**src/rtl/dm_arb_pkg.sv**
```systemverilog
// -----------------------------------------------------------------------------
// dm_arb_pkg
// Shared types and constants for the data-memory access arbiter.
//   state_e : arbiter sequencing states
//   owner_e : which requester currently holds (or last held) the memory
//   BE_FULL / BE_NONE : byte-enable patterns that bypass read-modify-write
// -----------------------------------------------------------------------------
package dm_arb_pkg;

  typedef enum logic [1:0] {
    IDLE   = 2'd0,
    ACCESS = 2'd1,
    MERGE  = 2'd2,
    DONE   = 2'd3
  } state_e;

  typedef enum logic {
    CPU = 1'b0,
    LDR = 1'b1
  } owner_e;

  localparam logic [3:0] BE_FULL = 4'hF;
  localparam logic [3:0] BE_NONE = 4'h0;

endpackage

```
**src/rtl/dm_byte_merge.sv**
```systemverilog
// -----------------------------------------------------------------------------
// dm_byte_merge
// Combinational byte-lane merge used for partial writes.
//   old_word_i    : word currently held in memory
//   new_word_i    : requester write data (lanes aligned to the word)
//   be_i          : byte enables, bit i selects byte i of new_word_i
//   merged_word_o : per-lane select of new (be=1) or old (be=0) byte
// -----------------------------------------------------------------------------
module dm_byte_merge #(
  parameter int DATA_W = 32,
  parameter int BE_W   = DATA_W / 8
) (
  input  logic [DATA_W-1:0] old_word_i,
  input  logic [DATA_W-1:0] new_word_i,
  input  logic [BE_W-1:0]   be_i,
  output logic [DATA_W-1:0] merged_word_o
);

  for (genvar i = 0; i < BE_W; i++) begin : g_lane
    assign merged_word_o[8*i +: 8] = be_i[i] ? new_word_i[8*i +: 8]
                                             : old_word_i[8*i +: 8];
  end

endmodule

```
**src/rtl/dm_access_arbiter.sv**
```systemverilog
// -----------------------------------------------------------------------------
// dm_access_arbiter
// Shares a single-port word data memory between the CPU load/store unit and
// the loader port. Round-robin on ties, req/ack handshake, and byte-enable
// writes done as read-modify-write on the word-only memory.
//   clock, reset_n          : clock, asynchronous active-low reset
//   cpu_* / ldr_*           : requester ports (req held until the ack pulse;
//                             rdata valid on ack, held until the next read)
//   dm_mem_write            : memory write strobe
//   dm_address              : full byte address (memory decodes addr[11:2])
//   dm_data_in              : memory write data
//   dm_data_out             : combinational memory read data
// -----------------------------------------------------------------------------
module dm_access_arbiter
  import dm_arb_pkg::*;
#(
  parameter int ADDR_W = 32,
  parameter int DATA_W = 32,
  parameter int BE_W   = 4
) (
  input  logic              clock,
  input  logic              reset_n,
  input  logic              cpu_req,
  input  logic              cpu_we,
  input  logic [BE_W-1:0]   cpu_be,
  input  logic [ADDR_W-1:0] cpu_addr,
  input  logic [DATA_W-1:0] cpu_wdata,
  output logic              cpu_ack,
  output logic [DATA_W-1:0] cpu_rdata,
  input  logic              ldr_req,
  input  logic              ldr_we,
  input  logic [BE_W-1:0]   ldr_be,
  input  logic [ADDR_W-1:0] ldr_addr,
  input  logic [DATA_W-1:0] ldr_wdata,
  output logic              ldr_ack,
  output logic [DATA_W-1:0] ldr_rdata,
  output logic              dm_mem_write,
  output logic [ADDR_W-1:0] dm_address,
  output logic [DATA_W-1:0] dm_data_in,
  input  logic [DATA_W-1:0] dm_data_out
);

  state_e            state_q, state_d;
  owner_e            owner_q, owner_d;
  owner_e            last_owner_q, last_owner_d;
  logic              we_q, we_d;
  logic [BE_W-1:0]   be_q, be_d;
  logic [ADDR_W-1:0] addr_q, addr_d;
  logic [DATA_W-1:0] wdata_q, wdata_d;
  logic [DATA_W-1:0] merge_q, merge_d;
  logic [DATA_W-1:0] cpu_rdata_q, cpu_rdata_d;
  logic [DATA_W-1:0] ldr_rdata_q, ldr_rdata_d;
  logic [DATA_W-1:0] din_q;
  logic [DATA_W-1:0] merged_word;
  logic              grant_cpu;

  dm_byte_merge #(
    .DATA_W (DATA_W),
    .BE_W   (BE_W)
  ) u_merge (
    .old_word_i    (merge_q),
    .new_word_i    (wdata_q),
    .be_i          (be_q),
    .merged_word_o (merged_word)
  );

  // addr_q only changes at the grant edge, so between operations it still
  // holds the address last presented to memory.
  assign dm_address = addr_q;
  assign cpu_rdata  = cpu_rdata_q;
  assign ldr_rdata  = ldr_rdata_q;

  always_comb begin
    state_d      = state_q;
    owner_d      = owner_q;
    last_owner_d = last_owner_q;
    we_d         = we_q;
    be_d         = be_q;
    addr_d       = addr_q;
    wdata_d      = wdata_q;
    merge_d      = merge_q;
    cpu_rdata_d  = cpu_rdata_q;
    ldr_rdata_d  = ldr_rdata_q;
    grant_cpu    = 1'b0;
    dm_mem_write = 1'b0;
    dm_data_in   = din_q;
    cpu_ack      = 1'b0;
    ldr_ack      = 1'b0;

    unique case (state_q)
      IDLE: begin
        if (cpu_req || ldr_req) begin
          // On a tie the requester that did not go last wins.
          grant_cpu = cpu_req && (!ldr_req || (last_owner_q == LDR));
          owner_d   = grant_cpu ? CPU : LDR;
          we_d      = grant_cpu ? cpu_we    : ldr_we;
          be_d      = grant_cpu ? cpu_be    : ldr_be;
          addr_d    = grant_cpu ? cpu_addr  : ldr_addr;
          wdata_d   = grant_cpu ? cpu_wdata : ldr_wdata;
          state_d   = ACCESS;
        end
      end
      ACCESS: begin
        if (!we_q) begin
          if (owner_q == CPU) cpu_rdata_d = dm_data_out;
          else                ldr_rdata_d = dm_data_out;
          state_d = DONE;
        end else if (be_q == BE_FULL) begin
          dm_mem_write = 1'b1;
          dm_data_in   = wdata_q;
          state_d      = DONE;
        end else if (be_q == BE_NONE) begin
          state_d = DONE;
        end else begin
          merge_d = dm_data_out;
          state_d = MERGE;
        end
      end
      MERGE: begin
        dm_mem_write = 1'b1;
        dm_data_in   = merged_word;
        state_d      = DONE;
      end
      DONE: begin
        cpu_ack      = (owner_q == CPU);
        ldr_ack      = (owner_q == LDR);
        last_owner_d = owner_q;
        state_d      = IDLE;
      end
      default: state_d = IDLE;
    endcase
  end

  always_ff @(posedge clock or negedge reset_n) begin
    if (!reset_n) begin
      state_q      <= IDLE;
      owner_q      <= CPU;
      last_owner_q <= LDR;
      we_q         <= 1'b0;
      be_q         <= '0;
      addr_q       <= '0;
      wdata_q      <= '0;
      merge_q      <= '0;
      cpu_rdata_q  <= '0;
      ldr_rdata_q  <= '0;
      din_q        <= '0;
    end else begin
      state_q      <= state_d;
      owner_q      <= owner_d;
      last_owner_q <= last_owner_d;
      we_q         <= we_d;
      be_q         <= be_d;
      addr_q       <= addr_d;
      wdata_q      <= wdata_d;
      merge_q      <= merge_d;
      cpu_rdata_q  <= cpu_rdata_d;
      ldr_rdata_q  <= ldr_rdata_d;
      din_q        <= dm_data_in;
    end
  end

endmodule

```
**config.mk**
```make
export PLATFORM = sky130hd
export DESIGN_NAME = dm_access_arbiter
export DESIGN_NICKNAME = d
export VERILOG_FILES = /design/src/rtl/dm_arb_pkg.sv /design/src/rtl/dm_byte_merge.sv /design/src/rtl/dm_access_arbiter.sv
export SDC_FILE = /design/constraint.sdc
export NUM_CORES = 1
export LEC_CHECK = 0
export ABC_AREA = 1
export BUFFER_PORTS_ARGS = -buffer_cell sky130_fd_sc_hd__buf_4
export CORE_MARGIN = 4
export CORE_UTILIZATION = 50
export DETAILED_ROUTE_END_ITERATION = 8
export PLACE_DENSITY_LB_ADDON = 0.08
export SLEW_MARGIN = 20
export SYNTH_ARGS = -nofsm -noshare
export SYNTH_HDL_FRONTEND = slang
export SYNTH_SLANG_ARGS = --single-unit
```
**constraint.sdc**
```tcl
create_clock -name clock -period 2.15 [get_ports clock]
set_clock_uncertainty 0.15 [all_clocks]
set_input_delay 0.3225 -clock clock [delete_from_list [all_inputs] [get_ports clock]]
set_output_delay 0.3225 -clock clock [all_outputs]
set_load 0.05 [all_outputs]
```
## Word-level counts from Yosys, hierarchy flattened

Index checks and enable logic that the tools add are counted.
W data, S select, Z words.

| operators by class | value |
|---|---|
| equal/unequal tests | 5 |
| multiplexer cells | 22 |
| bitwise logic cells | 4 |
| reductions and logical operators | 10 |

Operators with widths:

| kind | number |
|---|---|
| $mux W32 | 4 |
| $pmux W32 S2 | 1 |
| $mux W8 | 4 |
| $mux W1 | 9 |
| $pmux W2 S4 | 1 |
| $reduce_and A3 Y1 | 2 |
| $eq A2 B2 Y1 const B | 2 |
| $eq A4 B4 Y1 const B | 1 |
| $logic_not A4 Y1 | 1 |
| $mux W4 | 1 |
| $not A1 Y1 | 4 |
| $reduce_and A4 Y1 | 1 |
| $eq A2 B1 Y1 const B | 1 |
| $logic_not A2 Y1 | 1 |
| $logic_or A1 B1 Y1 | 2 |
| $mux W2 | 1 |
| $ne A2 B2 Y1 const B | 1 |
| $pmux W1 S2 | 1 |
| $reduce_and A2 Y1 | 1 |
| $logic_and A1 B1 Y1 | 1 |
| $logic_not A1 Y1 | 1 |

| word-level totals | value |
|---|---|
| bits in registers | 201 |
| input bits | 174 |
| output and inout port bits | 131 |
| logic and storage cells | 52 |

## Depth between registers and ports, before layout

Gate-level depths: netlist of run 1.

| depth | value |
|---|---|
| word-level depth | 5 |
| depth in mapped cells | 9 |
| mapped depth without buffers | 8 |

## By module

From an unflattened synthesis of run 1, not the netlist that was laid out.

| unflattened totals | value |
|---|---|
| cell total of the unflattened synthesis | 1149 |
| area, all modules | 9293.9 um^2 |

Modules (own cells, without submodules):

| module | instances | cells an instance | area an instance (um^2) | seq. area each (um^2) |
|---|---|---|---|---|
| dm_access_arbiter | 1 | 1045 | 8873.5 | 5031.1 |
| dm_byte_merge | 1 | 104 | 420.4 | 0.0 |

## Least setup slack after synthesis of run 1

OpenSTA, ideal clock, no wires.

| timing path | value |
|---|---|
| kind | register to output |
| from | reg state_q[0] |
| to | out dm_mem_write |
| data arrival time | 2.045 ns |
| required time | 1.678 ns |
| path slack | -0.367 ns |
| cell stages (with the launch flop) | 5 |
| path buffers | 1 |
| cells stage by stage | dfrtp_1 inv_1 ha_1 buf_2 a21boi_0 |

| on the way | value |
|---|---|
| word-level cells in the longest chain between the ends | 2 |
| elaborated cells on any way between the ends | 3 |
| classes of those cells | 2 x eq/ne; 1 x mux |

Ends and longest elaborated chain:

| item | RTL line | source |
|---|---|---|
| from (decl) | dm_access_arbiter.sv:43 | `state_e state_q, state_d;` |
| from (signal assigned) | dm_access_arbiter.sv:148 | `state_q <= state_d;` |
| $eq A2 B2 Y1 / $eq A2 B1 Y1 (equally long branches) | dm_access_arbiter.sv:90 | `unique case (state_q)` |
| $pmux W1 S2 * | dm_access_arbiter.sv:90 |  |
| to (decl) | dm_access_arbiter.sv:37 | `output logic dm_mem_write,` |

Mark *: on every way between the ends. The rest lies on a longest branch, timed or not.

## Worst setup path after layout of run 1

| timing path | value |
|---|---|
| from | reg state_q[1] |
| to | out dm_data_in[28] |

| on the way | value |
|---|---|
| word-level cells in the longest chain between the ends | 2 |
| elaborated cells on any way between the ends | 3 |
| classes of those cells | 2 x eq/ne; 1 x mux |

Ends and longest elaborated chain:

| item | RTL line | source |
|---|---|---|
| $eq A2 B2 Y1 / $eq A2 B1 Y1 (equally long branches) | dm_access_arbiter.sv:90 |  |
| $pmux W32 S2 * | dm_access_arbiter.sv:90 |  |
| to (decl) | dm_access_arbiter.sv:39 | `output logic [DATA_W-1:0] dm_data_in,` |

Marks and branches as above.

==> metrics.md, run 1 <==
| Metric | Value |
|---|---|
| Status | complete, but fails checks |
| Failing checks | negative setup slack |
| Area Growth Syn to Fin | 70.3% |
| Highest-count cells in the layout ignoring fill and taps | 361 x nand2_1, 302 x buf_4, 198 x dfrtp_1 |
| CTS tree | yes |
| Seq pwr share | 0.258 |
| Worst-Margin Slew | 478 ps |
| Crit path arrival time | 2100 ps |
| Cell accounting for the most synthesized area | dfrtp_1 |
| Die ar. | around 0.019 mm2 |
| DRC viols | 0 |
| Post-synthesis net count | 1185 |
| LEAKAGE | 0.00723 uW |
| Worst setup EP type | primary output |
| DR WL/cell | 19.5 um |
| Largest net degree at the start of global routing | 70 |
| Register area share after synthesis | 0.588 |
| Die height | 139 um |
| CP Class | register to primary output |
| Via count | 9418 |
| Max-cap violations | 0 |
| Vias in the first global route | between 9k and 10k |
| Final WS setup | -422 ps |
| Max Slew Vio Count | 0 |
| Hold slack | between 4 and 5 ps |
| Crit-path max FO | 8 |
| Starting density of the core | 0.512 |
| Tmin final | 2570 ps |
| Clk slew on worst S/H paths | 60 ps |
| CTS sink cnt | 201 |
| Post-synth top area share | 0.585 |
| Post-synth cell types | 24 |
| 1st-pass router iterations | 6 |
| Syn Inst Count | 1006 |
| I/O Buffers | 304 |
| Fmax | 389 MHz |
| DP Worst Slack | -126 ps |
| Worst Hold Class | input port to register |
| Critical Path RT | 1680 ps |
| P per Cell Area | 1800 mW/mm2 |
| H-tree levels | 1 |
| Die Wd | 139 um |
| Final #Nets | 1675 |
| Site row count | 47 |
| Top post-synthesis cells by area | dfrtp_1 59%, nand2_1 19%, o21ai_0 5.9%, a31oi_1 4.8%, nor2_1 3.4% |
| 1st-iter DRT viols | 752 |
| Final Hold Vio Count | 0 |
| Detailed Place HPWL | 17.7 mm |
| Seq cells post-synth | 201 |
| VDD IR max | 1400 uV |
| Antenna Violating Nets Remaining | 0 |
| Switch share | 0.482 |
| Vias/cell | 5.44 |
| Worst setup SP type | register |
| # diodes | 0 |
| GP Congestion | approximately 0.9 |
| Core box area | 0.0167 mm2 |
| NetSw | roughly 13000 uW |
| Clock Tree Buf Depth | 3 |
| Share of layout cells above drive strength 1 | 0.332 |
| Combinational share of power | 0.583 |
| Setup violators final | 33 |
| Final period util | 1.20 |
| I/O pin count | 305 |
| Most common cell after layout, fill and taps aside | nand2_1 |
| Total gr overflow | 0 |
| First-pass GRT wire length | 48.8 mm |
| Routed WL | ~34 mm |
| Synthesized cell area | 0.00855 mm2 |
| Internal | 13600 uW |
| Clk pwr share | 0.159 |
| Synth Area per Inst | 8.50 um2 |
| Yosys warns | 0 |
| RSZ-0062 raised after global routing | yes |
| Number of CTS-inserted buffers | 22 |
| Clk root buf | clkbuf_16 |
| Later-pin clock latency in the skew report | 500 ps |
| Relative slew slack | 0.682 |
| Initial antenna violation count | 0 |
| Total GRT Usage | 0.309 |
## worst max-delay path, cell delays in order, from the launching register on
cell and delay [ps]:
dfrtp_1 410, inv_2 110, ha_4 160, nand3_4 210, nand2_8 180, nand2_1 70
nand2_1 90, nand2_1 90, nand2_2 110, buf_8 150
## cells by family after synthesis
group	synth area share
flip-flops	0.588
adder cells (fa/ha/maj)	0.00732
AO/OA/AOI/OAI	0.115
AND/OR/NAND/NOR	0.235
buffers and inverters	0.0543
## power by group through the flow
stage | logic [uW] | clock network (uW) | registers, uW
after floorplan | 5310 | 0 | 9600
after global placement | 12200 | 0 | 6660
after detailed placement | 12300 | 0 | 6690
after CTS | 13700 | 4170 | 6660
after global routing | 16100 | 4370 | 6930
final | 15300 | 4170 | 6770
## synthesized netlist by cell type, drive strengths merged
| cell | count |
|---|---|
| o21a | 1 |
| dfstp | 1 |
| dfrtp | 200 |
| nor2 | 78 |
| nand3 | 5 |
| buf | 36 |
| inv | 45 |
| ha | 5 |
| a31oi | 66 |
| a21oi | 1 |
| a21boi | 1 |
| o22ai | 3 |
| o21ai | 104 |
| nand2 | 439 |
| nand4 | 1 |
| clkbuf | 20 |
## sequential cells by signal (all words and copies together) (netlist names)
| name | cells |
|---|---|
| state_q | 2 |
| be_q | 4 |
| din_q | 32 |
| wdata_q | 32 |
| owner_q | 1 |
| dm_address | 32 |
| ldr_rdata | 32 |
| cpu_rdata | 32 |
| we_q | 1 |
| last_owner_q | 1 |
| merge_q | 32 |
## cell type report
class                           count  area, um2
Clock buffer                       27        601
Clock inverter                     12        196
Fill cell                         811       2130
Inverter                           45        179
Multi-Input combinational cell    705       3460
Sequential cell                   201       5030
Tap cell                          220        275
Timing Repair Buffer              521       4820
## through the flow
| step | cell area (um2) | TNS [ps] | utilization | instances | power [uW] |
|---|---|---|---|---|---|
| finish | 14600 | -11330 | 0.872 | 1731 | 26200 |
| detailed placement | 11200 | -1030 | 0.669 | 1498 | 19000 |
| global placement | 11200 | -388 | 0.669 | 1498 | 18800 |
| floorplan | 8560 | 0 | - | 1006 | 14900 |
| global route | 14600 | -13840 | 0.872 | 1731 | 27400 |
| CTS | 14000 | -8860 | 0.840 | 1709 | 24500 |
## path summary, 6_finish.rpt
check                      cells past startpoint    startpoint  slack [ps]             end
setup reg to reg                               6  last_owner_q         100            we_q
setup / recovery                               9    state_q[1]        -420  dm_data_in[28]
hold / removal                                 3     ldr_be[2]           4         be_q[2]
min in group asynchronous                      2       reset_n         210      wdata_q[4]
max in group asynchronous                      3       reset_n         940    last_owner_q
hold reg to reg                                2  cpu_rdata[8]         330    cpu_rdata[8]
## metal layers
metal / routed length (um) / global-route usage / up-vias
li1: - / - / 4199
met1: 11700 / 0.358 / 4504
met2: 17600 / 0.559 / 570
met3: 2430 / 0.0569 / 145
met4: 1960 / 0.136 / 0
met5: 0 / 0 / -
## repair_timing
action / in CTS / in global routing
pin swaps: 10 / 26
gates cloned: 1 / 4
setup buffers: 9 / 18
hold buffers: 162 / 0
endpoints found under the setup margin: 33 / 37
gates resized for setup: 97 / 94
hold endpoints to repair: 166 / 0
Power figures use the tool's default switching activity.
==> run 2: changes to the inputs <==
--- a/config.mk
+++ b/config.mk
@@ -14,4 +14,5 @@
 export SLEW_MARGIN = 20
 export SYNTH_ARGS = -nofsm -noshare
 export SYNTH_HDL_FRONTEND = slang
+export SYNTH_HIERARCHICAL = 1
 export SYNTH_SLANG_ARGS = --single-unit
==> run 2 against run 1 <==
The run ends with negative hold slack, negative setup slack left. Largest cell class unchanged. Sequential cell count is the same. Cell count grew 7.7%. Clock-buffer cell count grew 6. Fmax grew 3.1%.
==> metrics.md, run 2 <==
| Metric | Value |
|---|---|
| Largest net degree at the start of global routing | 70 (unchanged) |
| Placed cells | 1644 (+9.7%) |
| Die Wd | 144 um (+4.0%) |
| EDFF count, synth | 0 (unchanged) |
| Detailed Place HPWL | 21.4 mm (+21%) |
| Critical Path RT | 1680 ps (about the same) |
| Crit-path max FO | 11 (+3) |
| DR WL/cell | 20.4 um (+4.5%) |
| Initial antenna violation count | 2 (+2) |
| I/O pin count | 305 (unchanged) |
| Clock Tree Buf Depth | 3 (unchanged) |
| Relative slew slack | 0.668 (-0.0136) |
| Max Slew Vio Count | 0 (unchanged) |
| Worst-Margin Slew | 498 ps (+20.5 ps) |
| Top post-synthesis cells by area | dfrtp_1 54%, nand2_1 12%, o21ai_0 7.1%, inv_1 4.3%, nor2_1 4.2% |
| Antenna Violating Nets Remaining | 0 (unchanged) |
| RR Endpoint | we_q |
| Vias/cell | 5.67 (+4.1%) |
| Total GRT Usage | 0.340 (+0.0310) |
| Register area share after synthesis | 0.541 (-0.0470) |
| DRC viols | 0 (unchanged) |
| Final period util | 1.16 (-0.0361) |
| Via count | 10.6k (+12%) |
| Crit-path slowest cell | dfrtp_1 |
| Die ar. | 0.0208 mm2 (+8.2%) |
| Post-synthesis net count | 1328 (+12%) |
| FF-to-FF Start | last_owner_q |
| CP startpoint | state_q[1] |
| Tmin final | 2490 ps (-77.7 ps) |
| Top-count cell post-synth | nand2_1 |
| Register area | 0.00503 mm2 (about the same) |
| 1st-iter DRT viols | 831 (+11%) |
| Fmax | 401 MHz (+3.1%) |
| RSZ-0062 raised after global routing | yes |
| Reg2Reg Depth | 6 (unchanged) |
| Worst reg2reg setup slack | 70 ps (-30 ps) |
| Max incr delay on CP | 430 ps (+20 ps) |
| Area Growth Syn to Fin | 67.5% |
| Top delay family on crit path | buffers and inverters |
| Later-pin clock latency in the skew report | 510 ps (about the same) |
| Yosys warns | 6 (+6) |
| Starting density of the core | 0.512 (about the same) |
| Synth top cells by count | 307 x nand2_1, 200 x dfrtp_1, 131 x o21ai_0 |
| Levels on crit path | 6 (-3) |
| Synth Area per Inst | 8.09 um2 (-4.8%) |
| Highest-count cells in the layout ignoring fill and taps | 305 x nand2_1, 297 x buf_4, 199 x dfrtp_1 |
| Site row count | 49 (+4.3%) |
| Max-cap violations | 0 (unchanged) |
| WP buf/inv | 3 (+1) |
| CTS tree | yes |
| Status | complete, but fails checks |
| Seq cells post-synth | 201 (unchanged) |
| Post-synth cell types | 25 (+4.2%) |
| Worst setup SP type | register |
| Final std cells w/o fill | 1865 (+7.7%) |
| Final WS setup | -345 ps (+77.7 ps) |
| Post-synth top area share | 0.539 (-0.0467) |
| Core box area | 0.0181 mm2 (+8.7%) |
| Crit path arrival time | 2020 ps (-80 ps) |
| DP Worst Slack | 64.9 ps (+191 ps) |
| Clk slew on worst S/H paths | 60 ps (about the same) |
| Die height | 144 um (+4.0%) |
| Setup violators final | 33 (unchanged) |
| H-tree levels | 1 (unchanged) |
| CP Class | register to primary output |
| CP Cell Sequence | inv_4 -> ha_4 -> bufbuf_16 -> nand3_2 -> a21oi_4 -> buf_6 |
| Crit path to | dm_data_in[25] |
| Share of layout cells above drive strength 1 | 0.309 (-0.0236) |
| Fillers | 941 (+16%) |
| Final core occ | 0.858 (-0.0142) |
| GP Congestion | 0.856 (-5.9%) |
| Final #Nets | 1798 (+7.3%) |
| Clk root buf | clkbuf_16 |
| Post-synth top flop | dfrtp_1 |
| Total gr overflow | 0 (unchanged) |
| Routed WL | 38.0 mm (+13%) |
| Syn Inst Count | 1149 (+14%) |
| Footprint of the multi-input gates | 0.00428 mm2 (+24%) |
| Failing checks | negative hold slack, negative setup slack |
| Worst setup EP type | primary output |
| I/O Buffers | 304 (unchanged) |
| Cell accounting for the most synthesized area | dfrtp_1 |
| Synthesized cell area | 0.00929 mm2 (+8.7%) |
| Vias in the first global route | 10.6k (+11%) |
| Most common cell after layout, fill and taps aside | nand2_1 |
| Final Hold Vio Count | 1 (+1) |
| FFs w/ async S/R, synth | 1.00 (unchanged) |
| Hold slack | -0.493 ps (-4.75 ps) |
| Worst Hold Class | input port to register |
| Number of CTS-inserted buffers | 22 (unchanged) |
| First-pass GRT wire length | 55.8 mm (+14%) |
| 1st-pass router iterations | 6 (unchanged) |
| CTS sink cnt | 201 (unchanged) |
## run 2: metrics by stage
stage	area [um2]	TNS (ps)
5_1_grt	15600	-11660
3_5_place_dp	12300	0
3_3_place_gp	12300	0
4_1_cts	15300	-9500
6_report	15600	-10130
2_1_floorplan	9670	-163
## run 2: layout make-up
| class | count | area share |
|---|---|---|
| sequential | 201 | 0.323 |
| timing repair buffer | 521 | 0.311 |
| multi-input combinational | 760 | 0.275 |
| clock buffer | 33 | 0.0399 |
| inverter | 113 | 0.0279 |
| tap | 229 | 0.0184 |
| clock inverter | 5 | 0.00394 |
| antenna | 3 | 0.000482 |
## run 2: kinds of logic (layout without fill, tap and decap cells)
logic type,Yosys count,after routing,synth area share
compound gates,270,271,0.156
flops,201,201,0.541
fa+ha+maj,5,5,0.00673
other cells,0,3,0
simple gates,484,484,0.209
buf+inv,189,672,0.0872
## run 2: what timing repair did
item / CTS / global route
pin swaps: 4 / 7
hold buffers: 164 / 0
hold endpoints to repair: 169 / 0
resized for setup: 121 / 28
cloned: 4 / 5
setup buffers: 3 / 4
setup endpoints to repair: 33 / 41
## run 2: metal layers
metal / share of wire / global-route usage / vias up
met5: 0 / 0 / -
met4: 0.047 / 0.149 / 0
met3: 0.089 / 0.0691 / 156
met2: 0.50 / 0.583 / 662
met1: 0.36 / 0.417 / 5085
li1: - / - / 4664
## run 2: worst min-delay path by stage
| stage | from | to | slack (ps) | cells after the start |
|---|---|---|---|---|
| detailed placement | reset_n | ldr_rdata[15] | 170 | 1 |
| floorplan | reset_n | be_q[0] | -120 | 0 |
| finish | dm_data_out[24] | merge_q[24] | -0.5 | 3 |
| CTS | dm_data_out[24] | merge_q[24] | 3 | 3 |
| global placement | reset_n | ldr_rdata[15] | 170 | 1 |
| global route | dm_data_out[24] | merge_q[24] | 20 | 3 |
## run 2: worst reg2reg max path: cells and delay by family, from the launching register on
family | cells | cell delay [ps]
AO/OA/AOI/OAI | 3 | 450
buffers and inverters | 3 | 850
flip-flops | 1 | 560
Power of run 2 is not shown: default switching activity piles up to over one toggle a cycle in this logic, so the estimate is an artifact.
==> run 3: changes to the inputs <==
--- a/config.mk
+++ b/config.mk
@@ -8,7 +8,8 @@
 export ABC_AREA = 1
 export BUFFER_PORTS_ARGS = -buffer_cell sky130_fd_sc_hd__buf_4
 export CORE_MARGIN = 4
-export CORE_UTILIZATION = 50
+export CORE_UTILIZATION = 51
+export CTS_CLUSTER_SIZE = 16
 export DETAILED_ROUTE_END_ITERATION = 8
 export PLACE_DENSITY_LB_ADDON = 0.08
 export SLEW_MARGIN = 20
==> run 3 against run 2 <==
Sequential share of layout area increased by 0.24 points. The run ends with negative setup slack left. First-iteration DRC count increased by 0.60%. Fmax increased by 2.6%. Hold slack improved by 2.8 ps. Cell count about the same. Sequential cell count unchanged. Critical path type unchanged. Critical path depth increased by 1.
==> metrics.md, run 3 (same netlist as run 2, synthesis figures left out) <==
| Metric | Value |
|---|---|
| Critical Path RT | 1680 ps (about the same) |
| Register area | 0.00503 mm2 (unchanged) |
| Starting density of the core | 0.517 (+0.00524) |
| Hold slack | 2.34 ps (+2.83 ps) |
| Max Slew Vio Count | 0 (unchanged) |
| DP Worst Slack | 32.1 ps (-32.8 ps) |
| Die Wd | 143 um (-0.93%) |
| Final std cells w/o fill | 1866 (+0.054%) |
| Crit-path slowest cell | dfrtp_1 |
| Top delay family on crit path | buffers and inverters |
| Fillers | 951 (+1.1%) |
| Final WS setup | -281 ps (+63.5 ps) |
| Area Growth Syn to Fin | 66.3% |
| Footprint of the multi-input gates | 0.00413 mm2 (-3.3%) |
| Worst Hold Class | input port to register |
| DRC viols | 0 (unchanged) |
| Most common cell after layout, fill and taps aside | nand2_1 |
| First-pass GRT wire length | 56.4 mm (+0.96%) |
| Failing checks | negative setup slack |
| Final Hold Vio Count | 0 (-1) |
| Crit-path max FO | 6 (-5) |
| Clock Tree Buf Depth | 3 (unchanged) |
| Fmax | 411 MHz (+2.6%) |
| Worst setup EP type | primary output |
| RSZ-0062 raised after global routing | yes |
| Later-pin clock latency in the skew report | 500 ps (about the same) |
| Die ar. | 0.0204 mm2 (-1.8%) |
| Largest net degree at the start of global routing | 65 (-7.1%) |
| Relative slew slack | 0.671 (+0.00348) |
| Max incr delay on CP | 380 ps (-50 ps) |
| Worst-Margin Slew | 491 ps (-7.09 ps) |
| CP Cell Sequence | inv_2 -> ha_4 -> inv_8 -> buf_12 -> a21oi_2 -> a21oi_4 -> buf_6 |
| Vias in the first global route | 10.9k (+3.0%) |
| Core box area | 0.0180 mm2 (-1.0%) |
| Max-cap violations | 0 (unchanged) |
| Crit path arrival time | 1960 ps (-60 ps) |
| Status | complete, but fails checks |
| Setup violators final | 33 (unchanged) |
| DR WL/cell | 19.9 um (-2.4%) |
| Placed cells | 1646 (+0.12%) |
| CTS sink cnt | 201 (unchanged) |
| Die height | 143 um (-0.93%) |
| Routed WL | 37.1 mm (-2.4%) |
| Via count | 10.4k (-1.1%) |
| Vias/cell | 5.60 (-1.2%) |
| I/O pin count | 305 (unchanged) |
| Initial antenna violation count | 3 (+1) |
| CP Class | register to primary output |
| Final period util | 1.13 (-0.0295) |
| I/O Buffers | 304 (unchanged) |
| Site row count | 49 (unchanged) |
| CTS tree | yes |
| H-tree levels | 1 (unchanged) |
| Number of CTS-inserted buffers | 22 (unchanged) |
| Highest-count cells in the layout ignoring fill and taps | 306 x nand2_1, 299 x buf_4, 199 x dfrtp_1 |
| GP Congestion | 0.860 (+0.40%) |
| Clk root buf | clkbuf_16 |
| Worst setup SP type | register |
| Final #Nets | 1794 (-0.22%) |
| Antenna Violating Nets Remaining | 0 (unchanged) |
| Total GRT Usage | 0.346 (+0.00592) |
| Detailed Place HPWL | 20.6 mm (-3.4%) |
| 1st-pass router iterations | 7 (+1) |
| Total gr overflow | 0 (unchanged) |
| Share of layout cells above drive strength 1 | 0.311 (+0.00222) |
| Tmin final | 2430 ps (-63.5 ps) |
| 1st-iter DRT viols | 836 (+0.60%) |
| Clk slew on worst S/H paths | 60 ps (about the same) |
| WP buf/inv | 4 (+1) |
## run 3: cell types whose count changed in the layout (fill, tap and decap cells not counted), sizes merged
cell and change:
bufinv +1, clkinv +5, dlygate4sd3 -8, diode +3
bufbuf -1, buf +7, clkbuf -6
## run 3: cell type report
class | count | area share
Sequential cell | 201 | 0.326
Timing Repair Buffer | 517 | 0.311
Multi-Input combinational cell | 760 | 0.267
Clock buffer | 29 | 0.0419
Inverter | 113 | 0.0279
Tap cell | 229 | 0.0185
Clock inverter | 11 | 0.00680
Antenna cell | 6 | 0.000971
## run 3: worst paths after layout
check                              start              to  slack, ps  depth (start not counted)
min in group asynchronous        reset_n   ldr_rdata[15]        200                          2
min reg2reg                 ldr_rdata[4]    ldr_rdata[4]        330                          2
max in group asynchronous        reset_n    last_owner_q        950                          3
max                           state_q[1]  dm_data_in[24]       -280                          7
min                        ldr_wdata[18]     wdata_q[18]          2                          3
max reg2reg                 last_owner_q      wdata_q[2]         90                          6
## run 3: tightest hold or removal path, stage by stage
cell and delay [ps]:
buf_4 70, o21ai_0 70, o22ai_1 120
## run 3: repair_timing
action,in CTS,in global routing
resized for setup,126,16
setup endpoints to repair,33,36
cloned,2,4
buffers inserted,4,8
pin swaps,6,8
hold buffers,155,1
endpoints found under the hold margin,172,1
## run 3: routing by layer
| metal | share of wire | global-route usage | vias to the layer above |
|---|---|---|---|
| met5 | 0 | 0 | - |
| met4 | 0.056 | 0.166 | 0 |
| met3 | 0.082 | 0.0596 | 178 |
| met2 | 0.50 | 0.604 | 650 |
| met1 | 0.36 | 0.416 | 4957 |
| li1 | - | - | 4661 |
## run 3: per-stage QoR
stage	TNS (ps)	util	instance area [um2]
after floorplan	-163	-	9670
after global placement	0	0.686	12300
after detailed placement	0	0.686	12300
after CTS	-7220	0.847	15200
after global routing	-10180	0.860	15400
final	-8460	0.860	15500
Power of run 3 is left out for the same reason.
